===== config.mk =====
export PLATFORM = sky130hd
export DESIGN_NAME = cp_phase_gen_flat
export DESIGN_NICKNAME = d
export VERILOG_FILES = /design/src/rtl/cp_phase_gen_if.sv /design/src/rtl/cp_phase_gen.sv /design/src/flat_wrapper.sv
export SDC_FILE = /design/constraint.sdc
export NUM_CORES = 1
export LEC_CHECK = 0
export ABC_AREA = 0
export BUFFER_PORTS_ARGS = -buffer_cell sky130_fd_sc_hd__buf_2
export CELL_PAD_IN_SITES_DETAIL_PLACEMENT = 2
export CELL_PAD_IN_SITES_GLOBAL_PLACEMENT = 2
export CORE_AREA = 2 2 86 88
export DETAILED_ROUTE_END_ITERATION = 10
export DIE_AREA = 0 0 88 90
export GPL_TIMING_DRIVEN = 1
export PLACE_DENSITY = 0.84
export SLEW_MARGIN = 25
export SYNTH_ARGS = -nofsm -noshare
export SYNTH_HDL_FRONTEND = slang
export SYNTH_SLANG_ARGS = --single-unit

===== constraint.sdc =====
create_clock -name clk -period 2.9 [get_ports clk]
set_input_delay 0.58 -clock clk [delete_from_list [all_inputs] [get_ports clk]]
set_output_delay 0.58 -clock clk [all_outputs]
set_load 0.02 [all_outputs]

===== src/rtl/cp_phase_gen_if.sv =====
// Configuration and output bundle of the charge-pump phase generator.
// The bench drives it through master; the generator connects through slave.
interface cp_phase_gen_if #(
  parameter int NUM_PHASES = 2,
  parameter int DIV_W      = 8,
  parameter int DT_W       = 4,
  parameter int CNT_W      = 16
);
  logic                  en;
  logic [DIV_W-1:0]      div;
  logic [DT_W-1:0]       dead;
  logic                  comp_in;
  logic [NUM_PHASES-1:0] phase_out;
  logic                  running;
  logic [CNT_W-1:0]      cyc_cnt;

  modport master (
    output en, div, dead, comp_in,
    input  phase_out, running, cyc_cnt
  );

  modport slave (
    input  en, div, dead, comp_in,
    output phase_out, running, cyc_cnt
  );
endinterface


===== src/rtl/cp_phase_gen.sv =====
// N-phase non-overlapping charge-pump clock with pulse-skip regulation.
// Optional soft-start on-time ramp is built when CP_SOFT_START_EN is defined.
module cp_phase_gen #(
  parameter int NUM_PHASES = 2,
  parameter int DIV_W      = 8,
  parameter int DT_W       = 4,
  parameter int CNT_W      = 16
) (
  input  logic           clk,
  input  logic           rst,
  cp_phase_gen_if.slave  bus
);

  localparam int IDX_W = (NUM_PHASES > 2) ? $clog2(NUM_PHASES) : 1;
  localparam int TMR_W = (DIV_W > DT_W) ? DIV_W : DT_W;
  localparam logic [IDX_W-1:0] LAST_IDX = IDX_W'(NUM_PHASES - 1);

  typedef enum logic [1:0] {
    IDLE = 2'd0,
    SKIP = 2'd1,
    ON   = 2'd2,
    DEAD = 2'd3
  } state_t;

  state_t                state_r;
  state_t                state_nx_s;
  logic [IDX_W-1:0]      idx_r;
  logic [IDX_W-1:0]      idx_nx_s;
  logic [TMR_W-1:0]      timer_r;
  logic [TMR_W-1:0]      timer_nx_s;
  logic [CNT_W-1:0]      cnt_r;
  logic [CNT_W-1:0]      cnt_nx_s;
  logic [NUM_PHASES-1:0] phase_r;
  logic                  running_r;
  logic                  comp_meta_r;
  logic                  comp_sync_r;
  logic [DIV_W-1:0]      on_lat_s;

  state_t                adv_state_s;
  logic [IDX_W-1:0]      adv_idx_s;
  logic [TMR_W-1:0]      adv_timer_s;
  logic [CNT_W-1:0]      adv_cnt_s;

  function automatic logic [NUM_PHASES-1:0] phase_sel(
    input logic [IDX_W-1:0] idx,
    input logic             on
  );
    logic [NUM_PHASES-1:0] v;
    for (int k = 0; k < NUM_PHASES; k++) begin
      v[k] = on && (idx == IDX_W'(k));
    end
    return v;
  endfunction

`ifdef CP_SOFT_START_EN
  logic [DIV_W-1:0] ramp_r;
  logic [DIV_W-1:0] ramp_nx_s;
  logic [DIV_W-1:0] adv_ramp_s;

  // On-time actually latched: the ramp caps div until it catches up
  always_comb begin
    if (ramp_r < bus.div) begin
      on_lat_s = ramp_r;
    end else begin
      on_lat_s = bus.div;
    end
  end
`else
  assign on_lat_s = bus.div;
`endif

  // Comparator is asynchronous to clk; two flops before the FSM looks at it
  always_ff @(posedge clk) begin
    if (rst) begin
      comp_meta_r <= 1'b0;
      comp_sync_r <= 1'b0;
    end else begin
      comp_meta_r <= bus.comp_in;
      comp_sync_r <= comp_meta_r;
    end
  end

  // Next-phase rule shared by the end of ON (no gap) and the end of DEAD
  always_comb begin
    adv_state_s = ON;
    adv_idx_s   = idx_r + IDX_W'(1'b1);
    adv_timer_s = TMR_W'(on_lat_s);
    adv_cnt_s   = cnt_r;
`ifdef CP_SOFT_START_EN
    adv_ramp_s  = ramp_r;
`endif
    if (idx_r == LAST_IDX) begin
      adv_state_s = SKIP;
      adv_idx_s   = {IDX_W{1'b0}};
      adv_timer_s = {TMR_W{1'b0}};
      if (cnt_r == {CNT_W{1'b1}}) begin
        adv_cnt_s = cnt_r;
      end else begin
        adv_cnt_s = cnt_r + CNT_W'(1'b1);
      end
`ifdef CP_SOFT_START_EN
      if (ramp_r < bus.div) begin
        adv_ramp_s = ramp_r + DIV_W'(1'b1);
      end else begin
        adv_ramp_s = ramp_r;
      end
`endif
    end else begin
      adv_state_s = ON;
    end
  end

  // FSM next-state: en low always returns to IDLE from any active state
  always_comb begin
    state_nx_s = state_r;
    idx_nx_s   = idx_r;
    timer_nx_s = timer_r;
    cnt_nx_s   = cnt_r;
`ifdef CP_SOFT_START_EN
    ramp_nx_s  = ramp_r;
`endif
    case (state_r)
      IDLE: begin
        idx_nx_s   = {IDX_W{1'b0}};
        timer_nx_s = {TMR_W{1'b0}};
        if (bus.en) begin
          state_nx_s = SKIP;
`ifdef CP_SOFT_START_EN
          ramp_nx_s  = {DIV_W{1'b0}};
`endif
        end else begin
          state_nx_s = IDLE;
        end
      end
      SKIP: begin
        if (!bus.en) begin
          state_nx_s = IDLE;
          idx_nx_s   = {IDX_W{1'b0}};
          timer_nx_s = {TMR_W{1'b0}};
        end else if (comp_sync_r) begin
          state_nx_s = SKIP;
        end else begin
          state_nx_s = ON;
          idx_nx_s   = {IDX_W{1'b0}};
          timer_nx_s = TMR_W'(on_lat_s);
        end
      end
      ON: begin
        if (!bus.en) begin
          state_nx_s = IDLE;
          idx_nx_s   = {IDX_W{1'b0}};
          timer_nx_s = {TMR_W{1'b0}};
        end else if (timer_r != {TMR_W{1'b0}}) begin
          timer_nx_s = timer_r - TMR_W'(1'b1);
        end else if (bus.dead != {DT_W{1'b0}}) begin
          state_nx_s = DEAD;
          timer_nx_s = TMR_W'(bus.dead) - TMR_W'(1'b1);
        end else begin
          state_nx_s = adv_state_s;
          idx_nx_s   = adv_idx_s;
          timer_nx_s = adv_timer_s;
          cnt_nx_s   = adv_cnt_s;
`ifdef CP_SOFT_START_EN
          ramp_nx_s  = adv_ramp_s;
`endif
        end
      end
      DEAD: begin
        if (!bus.en) begin
          state_nx_s = IDLE;
          idx_nx_s   = {IDX_W{1'b0}};
          timer_nx_s = {TMR_W{1'b0}};
        end else if (timer_r != {TMR_W{1'b0}}) begin
          timer_nx_s = timer_r - TMR_W'(1'b1);
        end else begin
          state_nx_s = adv_state_s;
          idx_nx_s   = adv_idx_s;
          timer_nx_s = adv_timer_s;
          cnt_nx_s   = adv_cnt_s;
`ifdef CP_SOFT_START_EN
          ramp_nx_s  = adv_ramp_s;
`endif
        end
      end
      default: begin
        state_nx_s = IDLE;
        idx_nx_s   = {IDX_W{1'b0}};
        timer_nx_s = {TMR_W{1'b0}};
      end
    endcase
  end

  // State and outputs; phase_out is decoded from next-state so pins come straight off flops
  always_ff @(posedge clk) begin
    if (rst) begin
      state_r   <= IDLE;
      idx_r     <= {IDX_W{1'b0}};
      timer_r   <= {TMR_W{1'b0}};
      cnt_r     <= {CNT_W{1'b0}};
      phase_r   <= {NUM_PHASES{1'b0}};
      running_r <= 1'b0;
    end else begin
      state_r   <= state_nx_s;
      idx_r     <= idx_nx_s;
      timer_r   <= timer_nx_s;
      cnt_r     <= cnt_nx_s;
      phase_r   <= phase_sel(idx_nx_s, state_nx_s == ON);
      running_r <= (state_nx_s != IDLE);
    end
  end

`ifdef CP_SOFT_START_EN
  // Soft-start ramp register
  always_ff @(posedge clk) begin
    if (rst) begin
      ramp_r <= {DIV_W{1'b0}};
    end else begin
      ramp_r <= ramp_nx_s;
    end
  end
`endif

  assign bus.phase_out = phase_r;
  assign bus.running   = running_r;
  assign bus.cyc_cnt   = cnt_r;

endmodule


===== src/flat_wrapper.sv =====
// flat-port wrapper written by rule: the top's interface ports become plain ports
module cp_phase_gen_flat 
#(
  parameter int NUM_PHASES = 2,
  parameter int DIV_W      = 8,
  parameter int DT_W       = 4,
  parameter int CNT_W      = 16
)
  (clk, rst, bus_en, bus_div, bus_dead, bus_comp_in, bus_phase_out, bus_running, bus_cyc_cnt);
  cp_phase_gen_if #(.NUM_PHASES(NUM_PHASES), .DIV_W(DIV_W), .DT_W(DT_W), .CNT_W(CNT_W)) bus_i ();
  input  logic clk;
  input  logic rst;
  input wire logic [$bits(bus_i.en)-1:0] bus_en;
  input wire logic [$bits(bus_i.div)-1:0] bus_div;
  input wire logic [$bits(bus_i.dead)-1:0] bus_dead;
  input wire logic [$bits(bus_i.comp_in)-1:0] bus_comp_in;
  output wire logic [$bits(bus_i.phase_out)-1:0] bus_phase_out;
  output wire logic [$bits(bus_i.running)-1:0] bus_running;
  output wire logic [$bits(bus_i.cyc_cnt)-1:0] bus_cyc_cnt;
  assign bus_i.en = bus_en;
  assign bus_i.div = bus_div;
  assign bus_i.dead = bus_dead;
  assign bus_i.comp_in = bus_comp_in;
  assign bus_phase_out = bus_i.phase_out;
  assign bus_running = bus_i.running;
  assign bus_cyc_cnt = bus_i.cyc_cnt;
  cp_phase_gen #(.NUM_PHASES(NUM_PHASES), .DIV_W(DIV_W), .DT_W(DT_W), .CNT_W(CNT_W)) u_core (.clk(clk), .rst(rst), .bus(bus_i));
endmodule

==> impl_metrics.yaml, run 1 <==
outcome:
  status: "finished clean"
hold_path:
  hold_path.class: "reg -> reg"
pwr:
  p_leak_nw: 0.982
  power_density_nw_per_um2: 407
  total_power_mw: 1.07
  ir_worst_vdd_v: 0.000228
timing:
  maxSlewHeadroom_pct: 60.0
  worst_pin_slew_ps: 594
  fin_crit_sh_pct: 82.0
  fin_worst_skew_ps: 10.0
  tns_ps: 0
  finalSetupViolCount: 0
  finalHoldViolCount: 0
  period_needed_ps: 2380
  fmax_ghz: 0.421
  report.final.slew_viol_count: 0
  rsz0062_at_grt: "false"
routing:
  drt-vias-per-instance: 5.66
  routed_wirelength_um: 7550
  routedWlPerCell_um: 18.6
  dr.pass1.iters: 4
  ant_nets: 0
  remaining_drc_errors: 0
  num_vias: 2298
  drtIter0Drc: 83
die:
  initial_utilization_pct: 31.7
  die_x_um: 88
  coreArea_um2: 7020
  die_area_um2: 7920
  die_y_um: 90
  fp-row-count: 31
  pin_count: 35
clock_tree:
  cts_hold_buf: 0
  post_cts_buffers: 0
  cts_tree: "built"
  cts_resized: 0
  cts.sinks: 32
  cts_made_buffers: 5
  clockBufferDepth: 2
  clk_pin_slew_ps: 80
  clk_latency_ps: 300
  cts_root_buf: "clkbuf_8"
  h-tree-depth: 2
layout:
  layout-drive-gt1-share_pct: 26.4
  antenna_cells: 0
  fillers: 828
  area_delta_synth_final_pct: 18.0
  final_nets: 327
logic_synthesis:
  ys.flop_type: "dfxtp_1"
  ys.warnings.count: 0
  syn_area_per_cell_um2: 8.21
  ys_seq_elements: 32
  synth_edf_count: 0
  async_flop_share_pct: 0
  synth_nets: 292
  synthCells: 271
  ys_types: 73
  syn_area_um2: 2230
  seq_area_frac_synth_pct: 28.8
worst_setup_path:
  crit_path_max_incr_delay_ps: 580
  crit_fanout: 9
  path_class: "reg -> reg"
  crit_buf_inv: 1
  required_ps: 3100
  crit_family: "simple AND/OR/NAND/NOR gates"
  end_kind: "register"
  cp_cell_sequence: "inv_1, ha_1, or4b_4, nor2_2, o311ai_0, a31o_2"
  cp_slowest_cell: "or4b_4"
  arrival_ps: 2580
  critPathLaunchType: "register"
grt:
  antenna_found_initial: 0
  grt_start_max_net_pins: 33
  groute.usage.overall_pct: 20.2
  use_met2_pct: 33.0
  grt-busiest-layer: "met2"
  grt_pass1_wl_um: 12600
  grt_util_met1_pct: 26.6
  first_global_vias: 2425
  grt_overflow_total: 0
  grt_use_met3_pct: 4.50
place:
  io_buffers: 34
  dp.final_hpwl_um: 5390
  gp_congestion: 0.779
flow_run:
  drv_cap: 0
-- sequential cells by signal, summed over array words and instances (netlist names) --
signal	cells
u_core.bus.cyc_cnt	16
u_core.timer_r	8
u_core.bus.phase_out	2
u_core.state_r	2
u_core.bus.running	1
u_core.comp_meta_r	1
u_core.comp_sync_r	1
u_core.idx_r	1
-- per-layer routing --
metal,wire length [µm],part of all wire [%],up-vias
met2,3810,50,28
met1,3500,46,1172
li1,-,-,1091
met4,67,0.89,0
met5,0,0,-
met3,175,2.3,7
-- worst reg2reg max path: stages (launching register included) --
cell      delay [ps]
dfxtp_1          360
inv_1             90
ha_1             320
or4b_4           580
nor2_2           420
o311ai_0         230
a31o_2           270
-- cell families after synthesis --
group                    synth area share (%)
AO/OA/AOI/OAI                            25.2
XOR/XNOR                                0.787
adder cells (fa/ha/maj)                  2.81
buffers and inverters                    6.13
flip-flops                               28.8
multiplexers                             5.00
AND/OR/NAND/NOR                          31.3
-- stage by stage --
step | utilization [%] | instances | worst slack, ps | hold WS, ps | cell area (µm²)
global placement | 35.8 | 398 | 452 | 418 | 2510
global route | 37.4 | 406 | 369 | 481 | 2630
detailed placement | 35.8 | 398 | 383 | 443 | 2510
floorplan | - | 271 | 588 | 414 | 2230
CTS | 37.4 | 406 | 492 | 462 | 2630
finish | 37.4 | 406 | 522 | 458 | 2630
-- synthesized netlist by cell type, types with 3 or more instances --
cell	number	area share (%)
a31oi_1	3	0.84
inv_1	17	2.9
o211ai_1	6	2.0
a211oi_1	3	1.0
nand4_1	3	0.84
clkbuf_1	9	1.5
buf_2	4	0.90
o31ai_1	3	1.0
o21ai_0	11	2.5
mux2_2	8	4.0
o311ai_0	3	1.2
or2_2	4	1.1
ha_1	5	2.8
or3_1	4	1.1
nand2b_1	4	1.1
a311oi_1	3	1.2
nor2b_1	11	3.1
or4_1	4	1.3
nand2_1	13	2.2
nor3_1	9	2.0
a21oi_1	14	3.1
nor4_1	8	2.2
dfxtp_1	32	29
nand3_1	14	3.1
nor2_1	19	3.2
o2111ai_1	3	1.2
-- cell type report --
class | instances | area, µm² | area share [%]
clock buffer | 5 | 68.8 | 2.62
clock inverter | 3 | 42.5 | 1.62
inverter | 17 | 63.8 | 2.43
multi-input combinational | 207 | 1450 | 55.2
sequential | 32 | 641 | 24.4
tap | 99 | 124 | 4.72
timing repair buffer | 43 | 238 | 9.05
-- where the power goes --
part	internal (mW)	total (mW)	leakage [nW]	switching, mW
sequential	0.447	0.457	0.259	0.0107
combinational	0.0599	0.160	0.669	0.100
clock	0.254	0.452	0.0541	0.198
total	0.761	1.07	0.982	0.308
-- cells in the final DEF (no fill, tap or decap), types with 6 or more instances in the layout --
master and n:
buf_2 34, dfxtp_1 32, nor2_1 19, inv_1 17, a21oi_1 14, nand3_1 14
nand2_1 13, nor2b_1 11, o21ai_0 11, nor3_1 9, buf_4 9, nor4_1 8
mux2_2 8, o211ai_1 6
-- final timing paths --
kind,end,from,slack [ps],cells after the start
setup / recovery,u_core.timer_r[1],u_core.timer_r[0],520,6
hold / removal,u_core.comp_sync_r,u_core.comp_meta_r,460,1
setup reg to reg,u_core.timer_r[1],u_core.timer_r[0],520,6
hold reg to reg,u_core.comp_sync_r,u_core.comp_meta_r,460,1
No activity file was read; power rests on OpenSTA's default activity.
==> run 2: changes to the inputs <==
CORE_AREA = 2 2 90 92   (was 2 2 86 88)
DIE_AREA = 0 0 92 94   (was 0 0 88 90)
PLACE_DENSITY = 0.81   (was 0.84)
clock period = 2 ns   (was 2.9 ns; I/O delays follow)
==> impl_metrics.yaml, run 2 (synthesis gave the netlist of run 1 again) <==
outcome:
  status: "finished with violations"
  violations: "negative setup slack"
die:
  die_y_um: 94
  die_area_um2: 8650
  die_x_um: 92
  fp-row-count: 32
  initial_utilization_pct: 29.3
  coreArea_um2: 7610
  pin_count: 35
worst_setup_path:
  rrSetupSlack_ps: -40
  path_class: "reg -> reg"
  reg2regPathDepth: 7
  end_kind: "register"
  reg2reg_from: "u_core.timer_r[2]"
  setup.worst_path.start: "u_core.timer_r[2]"
  required_ps: 2190
  crit_buf_inv: 3
  critPathLaunchType: "register"
  cp_num_cells: 7
  crit_path_max_incr_delay_ps: 370
  crit_fanout: 5
  path_common_cell: "buf_4"
  cp_cell_sequence: "buf_4, nor4b_4, buf_4, o211ai_1, buf_4, nor4b_2, mux2_2"
  rr_endpoint: "u_core.bus.cyc_cnt[15]"
  cp_slowest_cell: "mux2_2"
  arrival_ps: 2230
  crit_family: "simple AND/OR/NAND/NOR gates"
pwr:
  ir_worst_vdd_v: 0.000306
  p_leak_nw: 1.24
  power_density_nw_per_um2: 518
layout:
  area_delta_synth_final_pct: 40.5
  final_nets: 372
  largest_register_ffs: 16
  regArea_um2: 654
  final_cells: 454
  antenna_cells: 0
  fin_area_um2: 3130
  mostFrequentLayoutCells: "buf_4 (52), buf_2 (34), dfxtp_1 (25)"
  multi_input_area_um2: 1590
  layout.cells.most_common: "buf_4"
  layout-drive-gt1-share_pct: 42.6
  fillers: 877
clock_tree:
  cts.sinks: 32
  cts_root_buf: "clkbuf_8"
  cts_tree: "built"
  cts_made_buffers: 5
  clockBufferDepth: 2
  clk_pin_slew_ps: 70
  cts_hold_buf: 0
  clk_latency_ps: 290
  h-tree-depth: 2
timing:
  report.final.slew_viol_count: 0
  worst_pin_slew_ps: 625
  fin_worst_skew_ps: 3.70
  maxSlewHeadroom_pct: 57.2
  period_needed_ps: 2040
  layout_setup_ws_ps: -44.8
  finalHoldViolCount: 0
  rsz0062_at_grt: "true"
  finalSetupViolCount: 1
  fmax_ghz: 0.489
  fin_crit_sh_pct: 102
place:
  io_buffers: 34
  dp.final_hpwl_um: 6520
  placed_area_um2: 2790
  gp_congestion: 0.834
  dp_cells: 434
hold_path:
  hold_path_end: "u_core.comp_meta_r"
  hold_depth: 2
  hold_path.class: "in -> reg"
  worstHoldStart: "bus_comp_in"
routing:
  ant_nets: 0
  dr.pass1.iters: 4
  routed_wirelength_um: 10300
  remaining_drc_errors: 0
  num_vias: 2591
  routedWlPerCell_um: 22.6
  drt-vias-per-instance: 5.71
  drtIter0Drc: 188
grt:
  first_global_vias: 2843
  groute.usage.overall_pct: 22.8
  antenna_found_initial: 0
  grt_start_max_net_pins: 33
  grt_pass1_wl_um: 15300
  grt_overflow_total: 0
flow_run:
  drv_cap: 0
[run 2: final cells by class]
type / count / share of cell area, %
inverters: 17 / 2.04
multi-input cells: 207 / 50.9
well taps: 102 / 4.08
clock buffers: 6 / 2.32
repair buffers: 88 / 18.6
flip-flops and latches: 32 / 20.9
clock inverters: 2 / 1.12
[run 2: metrics by stage]
stage          setup WS, ps  TNS, ps  power, mW  hold WS, ps  util, %
5_1_grt                -150     -569       1.68          347     41.1
3_3_place_gp           -173    -1500      0.937          421     36.6
6_report              -44.8    -44.8       1.62          325     41.1
2_1_floorplan         -16.3    -37.1      0.828          414        -
3_5_place_dp           -356    -2940      0.953          449     36.6
4_1_cts                7.23        0       1.61          323     39.1
[run 2: worst max-delay path by stage]
stage,to
4_1_cts,u_core.bus.phase_out[0]
6_report,u_core.bus.cyc_cnt[15]
2_1_floorplan,u_core.bus.cyc_cnt[10]
5_1_grt,u_core.bus.cyc_cnt[15]
3_3_place_gp,u_core.bus.cyc_cnt[8]
3_5_place_dp,u_core.bus.phase_out[1]
[run 2: what timing repair did]
item	CTS	global route
pin swaps	7	6
endpoints found under the setup margin	17	17
buffers inserted	5	8
gates resized for setup	10	21
[run 2: layer usage]
layer | part of all wire, % | track usage, % | up-vias | routed length (µm)
li1 | - | - | 1185 | -
met1 | 41 | 26.6 | 1323 | 4180
met2 | 54 | 42.7 | 62 | 5500
met3 | 3.6 | 3.21 | 21 | 369
met4 | 2.2 | 7.46 | 0 | 222
met5 | 0 | 0 | - | 0
[run 2: worst reg2reg max path: stages (launching register included)]
cell	delay, ps
dfxtp_4	350
buf_4	140
nor4b_4	280
buf_4	180
o211ai_1	80
buf_4	190
nor4b_2	360
mux2_2	370
[run 2: report_power, final]
| group | internal (mW) | total, mW | switching (mW) | leakage (nW) |
|---|---|---|---|---|
| Combinational | 0.129 | 0.320 | 0.191 | 0.918 |
| Sequential | 0.646 | 0.659 | 0.0139 | 0.263 |
| Clock | 0.370 | 0.642 | 0.272 | 0.0552 |
